<file path="config.mk">
export PLATFORM = sky130hd
export DESIGN_NAME = rv_wb_arbiter
export DESIGN_NICKNAME = d
export VERILOG_FILES = /design/src/rtl/rv_wb_arbiter.sv
export SDC_FILE = /design/constraint.sdc
export NUM_CORES = 1
export LEC_CHECK = 0
export BUFFER_PORTS_ARGS = -buffer_cell sky130_fd_sc_hd__buf_2
export CORE_MARGIN = 2
export CORE_UTILIZATION = 50
export DETAILED_ROUTE_END_ITERATION = 8
export PLACE_DENSITY = 0.72
export SLEW_MARGIN = 5
export SYNTH_ARGS = -nofsm -noshare
export SYNTH_HDL_FRONTEND = slang
export SYNTH_SLANG_ARGS = --single-unit
export TNS_END_PERCENT = 1
</file>
<file path="constraint.sdc">
create_clock -name i_clk -period 4.25 [get_ports i_clk]
set_clock_uncertainty 0.15 [all_clocks]
set_input_delay 0.85 -clock i_clk [delete_from_list [all_inputs] [get_ports i_clk]]
set_output_delay 0.85 -clock i_clk [all_outputs]
set_load 0.005 [all_outputs]
</file>
<file path="src/rtl/rv_wb_arbiter.sv">
// Register-file write-port arbiter: pipeline writeback, long-latency FIFO, busy scoreboard.
// Optional starvation guard enabled by defining RV_WB_ARB_STARVE_GUARD_EN.
module rv_wb_arbiter #(
  parameter int PEND_DEPTH   = 2,
  parameter int STARVE_LIMIT = 4
) (
  input  logic        i_clk,
  input  logic        i_reset,
  input  logic        i_wb_write,
  input  logic [4:0]  i_wb_rd,
  input  logic [31:0] i_wb_data,
  input  logic        i_ll_issue,
  input  logic [4:0]  i_ll_issue_rd,
  input  logic        i_ll_valid,
  output logic        o_ll_ready,
  input  logic [4:0]  i_ll_rd,
  input  logic [31:0] i_ll_data,
  output logic        o_rf_write,
  output logic [4:0]  o_rf_rd,
  output logic [31:0] o_rf_data,
  output logic [31:0] o_busy,
  output logic        o_wb_hold
);

  localparam int AW = $clog2(PEND_DEPTH);

  logic [AW-1:0] r_wptr;
  logic [AW-1:0] r_rptr;
  logic [AW:0]   r_count;
  logic [4:0]    r_q_rd   [PEND_DEPTH];
  logic [31:0]   r_q_data [PEND_DEPTH];
  logic          r_rf_write;
  logic [4:0]    r_rf_rd;
  logic [31:0]   r_rf_data;
  logic [31:0]   r_busy;

  logic        w_full;
  logic        w_empty;
  logic        w_xfer;
  logic        w_wb_win;
  logic        w_pop;
  logic        w_bypass;
  logic        w_push;
  logic        w_ll_wr;
  logic [4:0]  w_ll_rd;
  logic        w_wr;
  logic [4:0]  w_wr_rd;
  logic [31:0] w_wr_data;
  logic [31:0] w_busy_nxt;

  assign w_full     = (r_count == (AW+1)'(PEND_DEPTH));
  assign w_empty    = (r_count == '0);
  assign o_ll_ready = !w_full && !i_reset;
  assign w_xfer     = i_ll_valid && o_ll_ready;

  assign w_wb_win = i_wb_write && (i_wb_rd != 5'd0) && !o_wb_hold;
  assign w_pop    = !w_wb_win && !w_empty;
  assign w_bypass = !w_wb_win && w_empty && w_xfer;
  // x0 results are accepted but never stored
  assign w_push   = w_xfer && !w_bypass && (i_ll_rd != 5'd0);

  assign w_ll_wr = w_pop || (w_bypass && (i_ll_rd != 5'd0));
  assign w_ll_rd = w_pop ? r_q_rd[r_rptr] : i_ll_rd;

  always_comb begin
    w_wr      = 1'b0;
    w_wr_rd   = r_rf_rd;
    w_wr_data = r_rf_data;
    if (w_wb_win) begin
      w_wr      = 1'b1;
      w_wr_rd   = i_wb_rd;
      w_wr_data = i_wb_data;
    end else if (w_ll_wr) begin
      w_wr      = 1'b1;
      w_wr_rd   = w_ll_rd;
      w_wr_data = w_pop ? r_q_data[r_rptr] : i_ll_data;
    end
  end

  always_comb begin
    w_busy_nxt = r_busy;
    if (w_ll_wr)
      w_busy_nxt[w_ll_rd] = 1'b0;
    if (i_ll_issue && (i_ll_issue_rd != 5'd0))
      w_busy_nxt[i_ll_issue_rd] = 1'b1;
    w_busy_nxt[0] = 1'b0;
  end

  always_ff @(posedge i_clk) begin
    if (i_reset) begin
      r_wptr     <= '0;
      r_rptr     <= '0;
      r_count    <= '0;
      r_rf_write <= 1'b0;
      r_rf_rd    <= 5'd0;
      r_rf_data  <= 32'd0;
      r_busy     <= 32'd0;
    end else begin
      if (w_push) begin
        r_q_rd[r_wptr]   <= i_ll_rd;
        r_q_data[r_wptr] <= i_ll_data;
        r_wptr           <= r_wptr + 1'b1;
      end
      if (w_pop)
        r_rptr <= r_rptr + 1'b1;
      if (w_push && !w_pop)
        r_count <= r_count + 1'b1;
      else if (!w_push && w_pop)
        r_count <= r_count - 1'b1;
      r_rf_write <= w_wr;
      r_rf_rd    <= w_wr_rd;
      r_rf_data  <= w_wr_data;
      r_busy     <= w_busy_nxt;
    end
  end

`ifdef RV_WB_ARB_STARVE_GUARD_EN
  localparam int SW = $clog2(STARVE_LIMIT + 1);

  logic [SW-1:0] r_starve;
  logic [SW-1:0] w_starve_nxt;
  logic          r_hold;

  always_comb begin
    w_starve_nxt = r_starve;
    if (w_pop)
      w_starve_nxt = '0;
    else if (!w_empty && w_wb_win && (r_starve != SW'(STARVE_LIMIT)))
      w_starve_nxt = r_starve + 1'b1;
  end

  always_ff @(posedge i_clk) begin
    if (i_reset) begin
      r_starve <= '0;
      r_hold   <= 1'b0;
    end else begin
      r_starve <= w_starve_nxt;
      r_hold   <= !r_hold && (w_starve_nxt == SW'(STARVE_LIMIT));
    end
  end

  assign o_wb_hold = r_hold;
`else
  assign o_wb_hold = 1'b0;
`endif

  assign o_rf_write = r_rf_write;
  assign o_rf_rd    = r_rf_rd;
  assign o_rf_data  = r_rf_data;
  assign o_busy     = r_busy;

endmodule

</file>
# After elaboration in Yosys (flattened, before gate mapping)
# Memory sizes are Yosys's and may differ from the RTL's. A register that Yosys moved wholly into a read port is not among the register bits.
# Cells that the tools add are included.
# word_totals
n_memories	2
register_bits	74
word_cells	73
mem_bits_rw	74
# op_classes
bitwise	3
n_reduce_logical	28
add_sub_neg	4
muxes	23
magnitude_cmp	4
eq_ne	1
# mem_list
memory	depth	width	read_ports	rd_ports_with_merged_regs	wr	line_no	rtl
r_q_data	2	32	1	1	1	31	logic [31:0] r_q_data [PEND_DEPTH];
r_q_rd	2	5	1	1	1	30	logic [4:0] r_q_rd [PEND_DEPTH];
# ops
op	n
$mux W32	5
$and A32 B32 Y32	1
$not A32 Y32	1
$or A32 B32 Y32	1
$mux W5	3
$reduce_bool A5 Y1	3
$logic_and A1 B1 Y1	14
$lt A5 B6 Y1 const B	2
$mux W1	11
$demux W1 S5	2
$ge A5 B1 Y1 const B	2
$logic_not A1 Y1	7
$mux W2	2
$reduce_bool A2 Y1	2
$add A1 B1 Y1 const B	2
$add A2 B1 Y2 const B	1
$eq A2 B2 Y1 const B	1
$logic_not A2 Y1	1
$sub A2 B1 Y2 const B	1
$logic_or A1 B1 Y1	1

# Depth between registers and ports, before layout
# Gate-level depths: netlist of run 1.
# logic_depth
word_depth	14
ltp_mapped	9
mapped_depth_nobuf	8

# Least setup slack after synthesis of run 1
# OpenSTA, ideal clock, no wires.
# synth_path
path_kind	input-to-reg
start	in i_reset
end	mem r_q_data[1][0], enable pin
t_required_ns	3.669
path_buffers	1
setup_ns	0.431
setup_slack_ns	0.454
t_arrival_ns	3.215
path_stages	5
path_cell_list	buf_2 > and2b_1 > o31a_1 > nand3_1 > nor2_1
# synth_via
elab_chain_cells	10
# synth_rtl
item	line_no	rtl
start, declared	8	input logic i_reset,
$logic_not A1 Y1	53	assign o_ll_ready = !w_full && !i_reset;
$logic_and A1 B1 Y1	53	
$logic_and A1 B1 Y1	54	assign w_xfer = i_ll_valid && o_ll_ready;
$logic_and A1 B1 Y1	58	assign w_bypass = !w_wb_win && w_empty && w_xfer;
$logic_not A1 Y1	60	assign w_push = w_xfer && !w_bypass && (i_ll_rd != 5'd0);
$logic_and A1 B1 Y1 (2 in a row)	60	
$mux W1	99	if (w_push) begin
$mux W1 (*)	90	if (i_reset) begin
$mux W1 (implied by the code) (*)	101	r_q_data[r_wptr] <= i_ll_data;
end, declared	31	
# Every way passes the cells marked *; elsewhere a longest branch is shown, timed or not.

# Worst setup path after layout of run 1
# layout_path
start	reg r_count[0]
end	reg r_count[1]
# layout_via
elab_chain_cells	11
# layout_rtl
item	line_no	rtl
start, declared	29	logic [AW:0] r_count;
start signal, assigned	107	r_count <= r_count + 1'b1;
start signal, assigned	109	r_count <= r_count - 1'b1;
$eq A2 B2 Y1	51	assign w_full = (r_count == (AW+1)'(PEND_DEPTH));
$logic_not A1 Y1	53	
$logic_and A1 B1 Y1	53	
$logic_and A1 B1 Y1	54	
$logic_and A1 B1 Y1	58	
$logic_not A1 Y1	60	
$logic_and A1 B1 Y1 (2 in a row)	60	
$logic_not A1 Y1	108	else if (!w_push && w_pop)
$logic_and A1 B1 Y1	108	
$reduce_bool A2 Y1 (no source line)	n/a	
# Several ways; a longest one is shown, not always the timed one. The select of a mux whose other input is x is not followed.
# A chain may end at the register's enable or synchronous reset.

==> run metrics, run 1 <==
Area growth, synth to finish 21.1%; Hold Path Depth 2; synthesized area 6740 sq um; DRT Pass-1 Iters 7; first-pass GRT wire length 27.3 mm; critical path endpoint category register; Final setup viols 0; FF-to-FF path depth 6; clock sinks 148; Synth cell types 48; CTS Root Cell clkbuf_16; RSZ-0062 raised after global routing no; maximum clock rate 0.355 GHz; Max FO, Critical Path 34; DRC viols 0; critical path cell sequence or2_2, buf_4, nand2_1, ha_1, or3_1, a21oi_1; Post-Layout Cell Count 954; CTS tree yes; worst vdd ir 0.000275 V; setup slack at placement 1.07 ns; Crit path largest cell delay 0.64 ns; die width 120 um; CTS max path bufs 2; gr usage total 23.9%; Yosys reg bits 148; post-synthesis area per instance 10.7 sq um; Clock Latency Late Sink 0.42 ns; Post-synth EDFFs 74; min cycle time layout 2.82 ns; critical path type reg -> reg; DR vias 5691; multi-input logic area 2780 sq um; PwrDens 546 nW/um^2; largest net degree at the start of global routing 51; # port buffers 153; crit path launch r_count[0]; most common cell after layout, fill and taps aside buf_2; Seq. cell area 3700 sq um; Synth area leader edfxtp_1; MaxCap Viol Count 0; slew margin rel. 20.3%; vias per inst 5.97; initial antenna violation count 2; Placed Instances 921; DRT antenna net count 0; Reg clk slew, reported paths 0.06 ns; DPL Wire Length 11.6 mm; CTS resizes 0; Hold Startpoint o_rf_rd[0]; YS warnings 0; Die Height 120 um; DRT iter0 DRCs 274; ys async rst share 0%; H-tree Lvls 4; initial core utilization 51.1%; share of the synthesized area in the top cell type 32.9%; # rows 42; Placer Congestion 0.914; critical path data required time 4.44 ns; outcome complete, no violations; # IOs 156; synth top area cells edfxtp_1 (33%), dfxtp_1 (22%), a221oi_1 (4.3%); CTS Buf Count 17; Buf/Inv on CP 1; Setup TNS Final 0 ns; total grt overflow 0; Fin Hold WS 0.324 ns; Worst Setup Start Kind register; Syn Inst Count 629; Worst Path Arrival 3.02 ns; Worst path depth 6; Max Slew Vio Count 0; wire per inst 17.8 um; Final #Nets 849; Hold Path Class reg -> reg; CORE AREA 13200 sq um; fin worst setup slack 1.43 ns; CTS Hold Bufs 0; Reg-to-Reg Start r_count[0]; final hold vios 0; Filler Cells Inserted 1102; post-synthesis sequential area ratio 54.9%; vias in the first global route 5474; ys flop type edfxtp_1; Leakage 3.06 nW; worst slew pin tran 1.19 ns; die footprint 14400 sq um; total wire length 17.0 mm; slowest library cell on the worst path or2_2; most frequent cells in the layout buf_2 (153), edfxtp_1 (74), dfxtp_1 (73); share of post-route cells with drive strength above 1 29.6%; period utilization 66.4%; Setup Buffers After CTS 0; family with the most delay on the worst path simple AND/OR/NAND/NOR gates
## synth_stat cells (all sizes together) (4+ instances only)
master,n
a211oi,30
a21oi,9
a221o,30
a221oi,33
and3,4
and3b,7
buf,26
clkbuf,23
dfxtp,74
edfxtp,74
inv,7
mux2i,7
nand2,50
nand2b,34
nand3,6
nand4,8
nor2,48
nor2b,31
nor3,9
nor3b,8
nor4,33
o211ai,9
o21ai,40
or3,5
## state kept, by name, summed over array words and instances (netlist names), named ones only
register / cells
r_q_data: 64
o_rf_write: 1
r_count: 2
r_q_rd: 10
o_busy: 31
o_rf_rd: 5
r_wptr: 1
o_rf_data: 32
r_rptr: 1
## worst reg2reg max path: cells and delay by family (launching register included)
kind | cells | cell delay [ns]
adder cells (fa/ha/maj) | 1 | 0.34
buffers and inverters | 1 | 0.43
AO/OA/AOI/OAI | 1 | 0.13
flip-flops | 1 | 0.57
AND/OR/NAND/NOR | 3 | 1.12
## kinds of logic (layout without fill, tap and decap cells)
group | Yosys count | count (layout) | share of synthesized area [%]
xor gates and xnor gates | 2 | 2 | 0.260
AOI/OAI and AO/OA | 164 | 164 | 19.1
other | 1 | 3 | 0.0556
buffers and inverters | 56 | 203 | 4.23
muxes | 8 | 8 | 1.21
and+or+nand+nor | 249 | 249 | 20.0
DFF | 148 | 148 | 54.9
adders and majority gates | 1 | 1 | 0.185
## worst paths after layout
kind | slack [ns] | endpoint
setup / recovery | 1.43 | r_count[1]
hold / removal | 0.32 | o_rf_rd[0]
setup reg to reg | 1.43 | r_count[1]
hold reg to reg | 0.32 | o_rf_rd[0]
## stage by stage
step / power (mW) / instance area [sq um] / util, %
4_1_cts: 4.46 / 8160 / 61.9
6_report: 4.46 / 8170 / 61.9
2_1_floorplan: 2.68 / 6750 / -
3_5_place_dp: 3.04 / 7600 / 57.6
5_1_grt: 4.68 / 8160 / 61.9
3_3_place_gp: 3.01 / 7600 / 57.6
## cell type report
type | count | area share (%)
Clock inverter | 8 | 0.919
Inverter | 7 | 0.322
Sequential cell | 148 | 45.4
Clock buffer | 24 | 6.04
Timing Repair Buffer | 164 | 10.5
Multi-Input combinational cell | 426 | 34.1
Antenna cell | 1 | 0.0306
Tap cell | 176 | 2.70
## routing by layer
| layer | vias up | global-route usage, % | wire (um) | part of all wire, % |
|---|---|---|---|---|
| met1 | 2724 | 30.5 | 7200 | 42 |
| met3 | 39 | 5.28 | 1170 | 6.9 |
| met2 | 240 | 38.9 | 8130 | 48 |
| met5 | - | 0 | 12 | 0.071 |
| li1 | 2686 | - | - | - |
| met4 | 2 | 11.0 | 436 | 2.6 |
## power breakdown
group	internal, mW	total (mW)	switching (mW)
clock	0.870	1.43	0.559
sequential	1.66	1.78	0.130
combinational	0.448	1.25	0.798
total	2.97	4.46	1.49
(Power assumes the default switching activity.)
==> run 2, diff against run 1 <==
==> constraint.sdc (replaced) <==
create_clock -name i_clk -period 2.7 [get_ports i_clk]
set_clock_uncertainty 0.15 [all_clocks]
set_input_delay 0.54 -clock i_clk [delete_from_list [all_inputs] [get_ports i_clk]]
set_output_delay 0.54 -clock i_clk [all_outputs]
set_load 0.005 [all_outputs]
==> run 2 against run 1 <==
  * Critical path depth fell by 1
  * Critical endpoint is now o_busy[24]
  * Global-route usage grew 0.38 points
  * Non-clock buffer count increased by 15
  * Hold slack worse by 0.15 ns
  * Highest routed layer unchanged
==> run metrics, run 2 (synthesis results as in run 1) <==
CTS resizes 0; # IOs 156; Ant. Diodes 0; total wire length 17.5 mm; period utilization 91.6%; Flop pwr share 38.1%; MaxCap Viol Count 0; FF-to-FF End o_busy[24]; Hold Startpoint i_ll_data[10]; wire per inst 18.1 um; Comb pwr share 28.2%; Max Slew Vio Count 0; CTS max path bufs 2; family with the most delay on the worst path compound AO/OA/AOI/OAI gates; Clock Latency Late Sink 0.42 ns; die width 120 um; CTS tree yes; worst vdd ir 0.000556 V; Reg-to-Reg Start r_count[0]; Placer Congestion 0.884; Buf/Inv on CP 1; critical path endpoint category register; Int Pwr 4.89 mW; total grt overflow 0; # rows 42; FF-to-FF path depth 5; worst slew pin tran 1.02 ns; die footprint 14400 sq um; CTS Root Cell clkbuf_16; Worst Path Arrival 2.61 ns; # port buffers 153; CORE AREA 13200 sq um; Final #Nets 864; RSZ-0062 raised after global routing no; first-pass GRT wire length 27.6 mm; DRT Pass-1 Iters 5; DPL Wire Length 12.0 mm; slew margin rel. 32.1%; Setup Buffers After CTS 0; DRC viols 0; critical path type reg -> reg; H-tree Lvls 4; largest reg by FF count r_q_data; gr usage total 24.3%; reg2reg setup slack 0.23 ns; vias in the first global route 5501; outcome complete, no violations; critical path cell sequence or2_2, buf_4, o211ai_1, a221oi_1, o21ai_0; Hold Path Depth 1; most frequent cells in the layout buf_2 (153), edfxtp_1 (74), dfxtp_1 (73); Max FO, Critical Path 21; Leakage 3.16 nW; Hold Crit Endpoint r_q_data[1][10]; max reg flops 64; Reg clk slew, reported paths 0.06 ns; CTS Hold Bufs 0; DRT iter0 DRCs 414; Final setup viols 0; setup slack at placement 0.0923 ns; CTS Buf Count 17; vias per inst 5.92; clock network power share 33.7%; Util after Layout 63.1%; DRT antenna net count 0; critical path data required time 2.84 ns; share of post-route cells with drive strength above 1 31.2%; Net Sw Power 2.39 mW; Die Height 120 um; initial core utilization 51.1%; Area growth, synth to finish 23.5%; Setup TNS Final 0 ns; Net Sw Frac 32.8%; initial antenna violation count 1; final hold vios 0; largest net degree at the start of global routing 63; min cycle time layout 2.47 ns; most common cell after layout, fill and taps aside buf_2; clock sinks 148; PwrDens 874 nW/um^2; slowest library cell on the worst path dfxtp_1; DR vias 5727; fin worst setup slack 0.228 ns; Crit path largest cell delay 0.58 ns; Hold Path Class in -> reg; Worst Setup Start Kind register; maximum clock rate 0.405 GHz
run 2: power by group through the flow:
stage / Sequential, mW / Clock (mW) / Combinational [mW]
after floorplan: 2.76 / 0 / 1.47
after global placement: 2.80 / 0 / 1.99
after detailed placement: 2.81 / 0 / 2.03
after CTS: 2.77 / 2.47 / 2.05
after global routing: 2.80 / 2.58 / 2.25
final: 2.77 / 2.45 / 2.06
run 2: how the worst max path moves through the flow:
stage	from	to	slack (ns)	cells after the start
2_1_floorplan	i_reset	r_q_data[0][0]	0.06	5
3_3_place_gp	i_ll_rd[4]	r_count[1]	0.12	8
3_5_place_dp	i_ll_rd[4]	r_count[1]	0.09	8
4_1_cts	r_count[0]	o_busy[25]	0.29	5
5_1_grt	r_count[0]	o_busy[25]	0.1	5
6_report	r_count[0]	o_busy[24]	0.23	5
run 2: area by class of cell:
type	count	area, sq um
well taps	176	220
clock inverters	11	148
repair buffers	179	973
fillers	1072	4860
clock buffers	21	472
inverters	7	26.3
multi-input cells	426	2780
flip-flops and latches	148	3700
run 2: per-layer routing:
metal	track usage, %	vias up	part of all wire [%]
li1	-	2718	-
met2	40.2	246	48
met1	31.3	2733	43
met5	0	-	0.092
met3	5.47	28	7.3
met4	8.90	2	1.6
run 2: through the flow:
step                instances  area [sq um]  total power, mW  hold WS, ns
floorplan                 630          6760             4.22        0.312
global placement          936          7710             4.79        0.306
detailed placement        936          7710             4.84        0.315
CTS                       968          8330             7.29        0.159
global route              968          8330             7.62        0.169
finish                    968          8330             7.28        0.169
==> run 3, diff against run 2 <==
--- a/config.mk
+++ b/config.mk
@@ -7,9 +7,10 @@
 export LEC_CHECK = 0
 export BUFFER_PORTS_ARGS = -buffer_cell sky130_fd_sc_hd__buf_2
 export CORE_MARGIN = 2
-export CORE_UTILIZATION = 50
+export CORE_UTILIZATION = 40
 export DETAILED_ROUTE_END_ITERATION = 8
-export PLACE_DENSITY = 0.72
+export GPL_TIMING_DRIVEN = 0
+export PLACE_DENSITY = 0.59
 export SLEW_MARGIN = 5
 export SYNTH_ARGS = -nofsm -noshare
 export SYNTH_HDL_FRONTEND = slang
==> run 3 against run 2 <==
  * Global-route usage decreased by 3.1 points
  * Fmax decreased by 5.3%
  * Cell count increased by 7.1%
  * Register-to-register slack got worse by 0.08 ns
  * Hold slack improved by 0.00079 ns
  * Die area increased by 24%
  * Routed wire length increased by 9.0%
  * Cell area increased by 1.6%
  * Combinational power increased by 9.7%
  * Critical path depth increased by 1
  * Critical path type is now in -> reg
  * Highest routed layer unchanged
==> run metrics, run 3 (synthesis results as in run 1) <==
Clock Latency Late Sink 0.42 ns; initial antenna violation count 3; Leakage 3.18 nW; MaxCap Viol Count 0; vias in the first global route 5822; slew margin rel. 20.1%; most frequent cells in the layout buf_2 (164), dfxtp_1 (74), edfxtp_1 (74); clock sinks 148; PwrDens 874 nW/um^2; period utilization 96.7%; Reg clk slew, reported paths 0.06 ns; gr usage total 21.2%; H-tree Lvls 4; Area growth, synth to finish 25.5%; CTS Root Cell clkbuf_16; Final setup viols 0; CTS Buf Count 17; CORE AREA 16500 sq um; multi-input logic area 2770 sq um; Post-Layout Cell Count 1037; Placer Congestion 0.878; die width 134 um; Util after Layout 51.2%; RSZ-0062 raised after global routing yes; max reg flops 64; DRT iter0 DRCs 427; critical path endpoint category register; critical path data required time 2.58 ns; FF-to-FF path depth 7; Die Height 134 um; worst slew pin tran 1.20 ns; most common cell after layout, fill and taps aside buf_2; first-pass GRT wire length 29.8 mm; Worst Setup Start Kind input pin; wire per inst 18.4 um; Worst Path Arrival 2.49 ns; final hold vios 0; CTS resizes 5; Max Slew Vio Count 0; Finished Cell Area 8460 sq um; # port buffers 153; critical path type in -> reg; Setup Buffers After CTS 0; Reg-to-Reg Start r_count[1]; share of post-route cells with drive strength above 1 29.7%; initial core utilization 40.8%; # IOs 156; crit path launch i_reset; Filler Cells Inserted 1525; vias per inst 5.64; worst vdd ir 0.000580 V; CP Capture Point r_q_data[1][19]; reg2reg setup slack 0.15 ns; Max FO, Critical Path 37; DRT antenna net count 0; total grt overflow 0; DRT Pass-1 Iters 5; Seq. cell area 3700 sq um; placed cell areas 7820 sq um; largest net degree at the start of global routing 38; # rows 47; min cycle time layout 2.61 ns; CTS tree yes; largest reg by FF count r_q_data; Final #Nets 888; DPL Wire Length 13.5 mm; total wire length 19.1 mm; maximum clock rate 0.383 GHz; DRC viols 0; CTS Hold Bufs 0; Placed Instances 1004; CTS max path bufs 2; DR vias 5845; die footprint 17900 sq um; Hold Path Class in -> reg; FF-to-FF End r_count[1]; outcome complete, no violations
run 3: area by class of cell:
cell class / instances / area share (%)
multi-input combinational: 426 / 32.8
antenna: 1 / 0.0296
clock buffer: 28 / 7.13
clock inverter: 4 / 0.281
tap: 220 / 3.25
timing repair buffer: 154 / 9.29
buffer: 49 / 3.18
inverter: 7 / 0.311
sequential: 148 / 43.8
run 3: worst min-delay path by stage:
stage                       start               to  slack, ns  cells after the start
global placement    o_rf_data[31]    o_rf_data[31]       0.31                      2
detailed placement   o_rf_data[7]     o_rf_data[7]       0.31                      1
CTS                 i_ll_data[22]  r_q_data[1][22]       0.16                      1
global route        i_ll_data[12]  r_q_data[0][12]       0.16                      1
finish              i_ll_data[22]  r_q_data[0][22]       0.17                      1
floorplan           o_rf_data[17]    o_rf_data[17]       0.31                      2
run 3: metrics by stage:
step	power (mW)	setup TNS (ns)	worst slack (ns)	hold slack, ns
2_1_floorplan	4.22	0	0.0610	0.312
4_1_cts	7.43	0	0.0307	0.156
6_report	7.40	0	0.0901	0.169
3_3_place_gp	4.96	-46.29	-0.753	0.308
5_1_grt	7.79	-1.66	-0.0517	0.159
3_5_place_dp	5.00	-20.16	-0.503	0.313
run 3: routing by layer:
metal  wire [um]  track usage (%)
met2        9250             35.5
met4         313             6.97
met1        7960             26.6
met5          21                0
met3        1520             5.97
run 3: report_power, final:
part	total, mW	internal [mW]	switching (mW)
Clock	2.42	1.52	0.894
Combinational	2.26	0.813	1.45
Sequential	2.72	2.60	0.115
Total	7.40	4.94	2.46
run 3: critical path: stages:
cell,delay [ns]
buf_2,0.11
buf_6,0.14
and2b_2,0.29
o31a_1,0.31
nand3_2,0.15
nor2_4,0.92
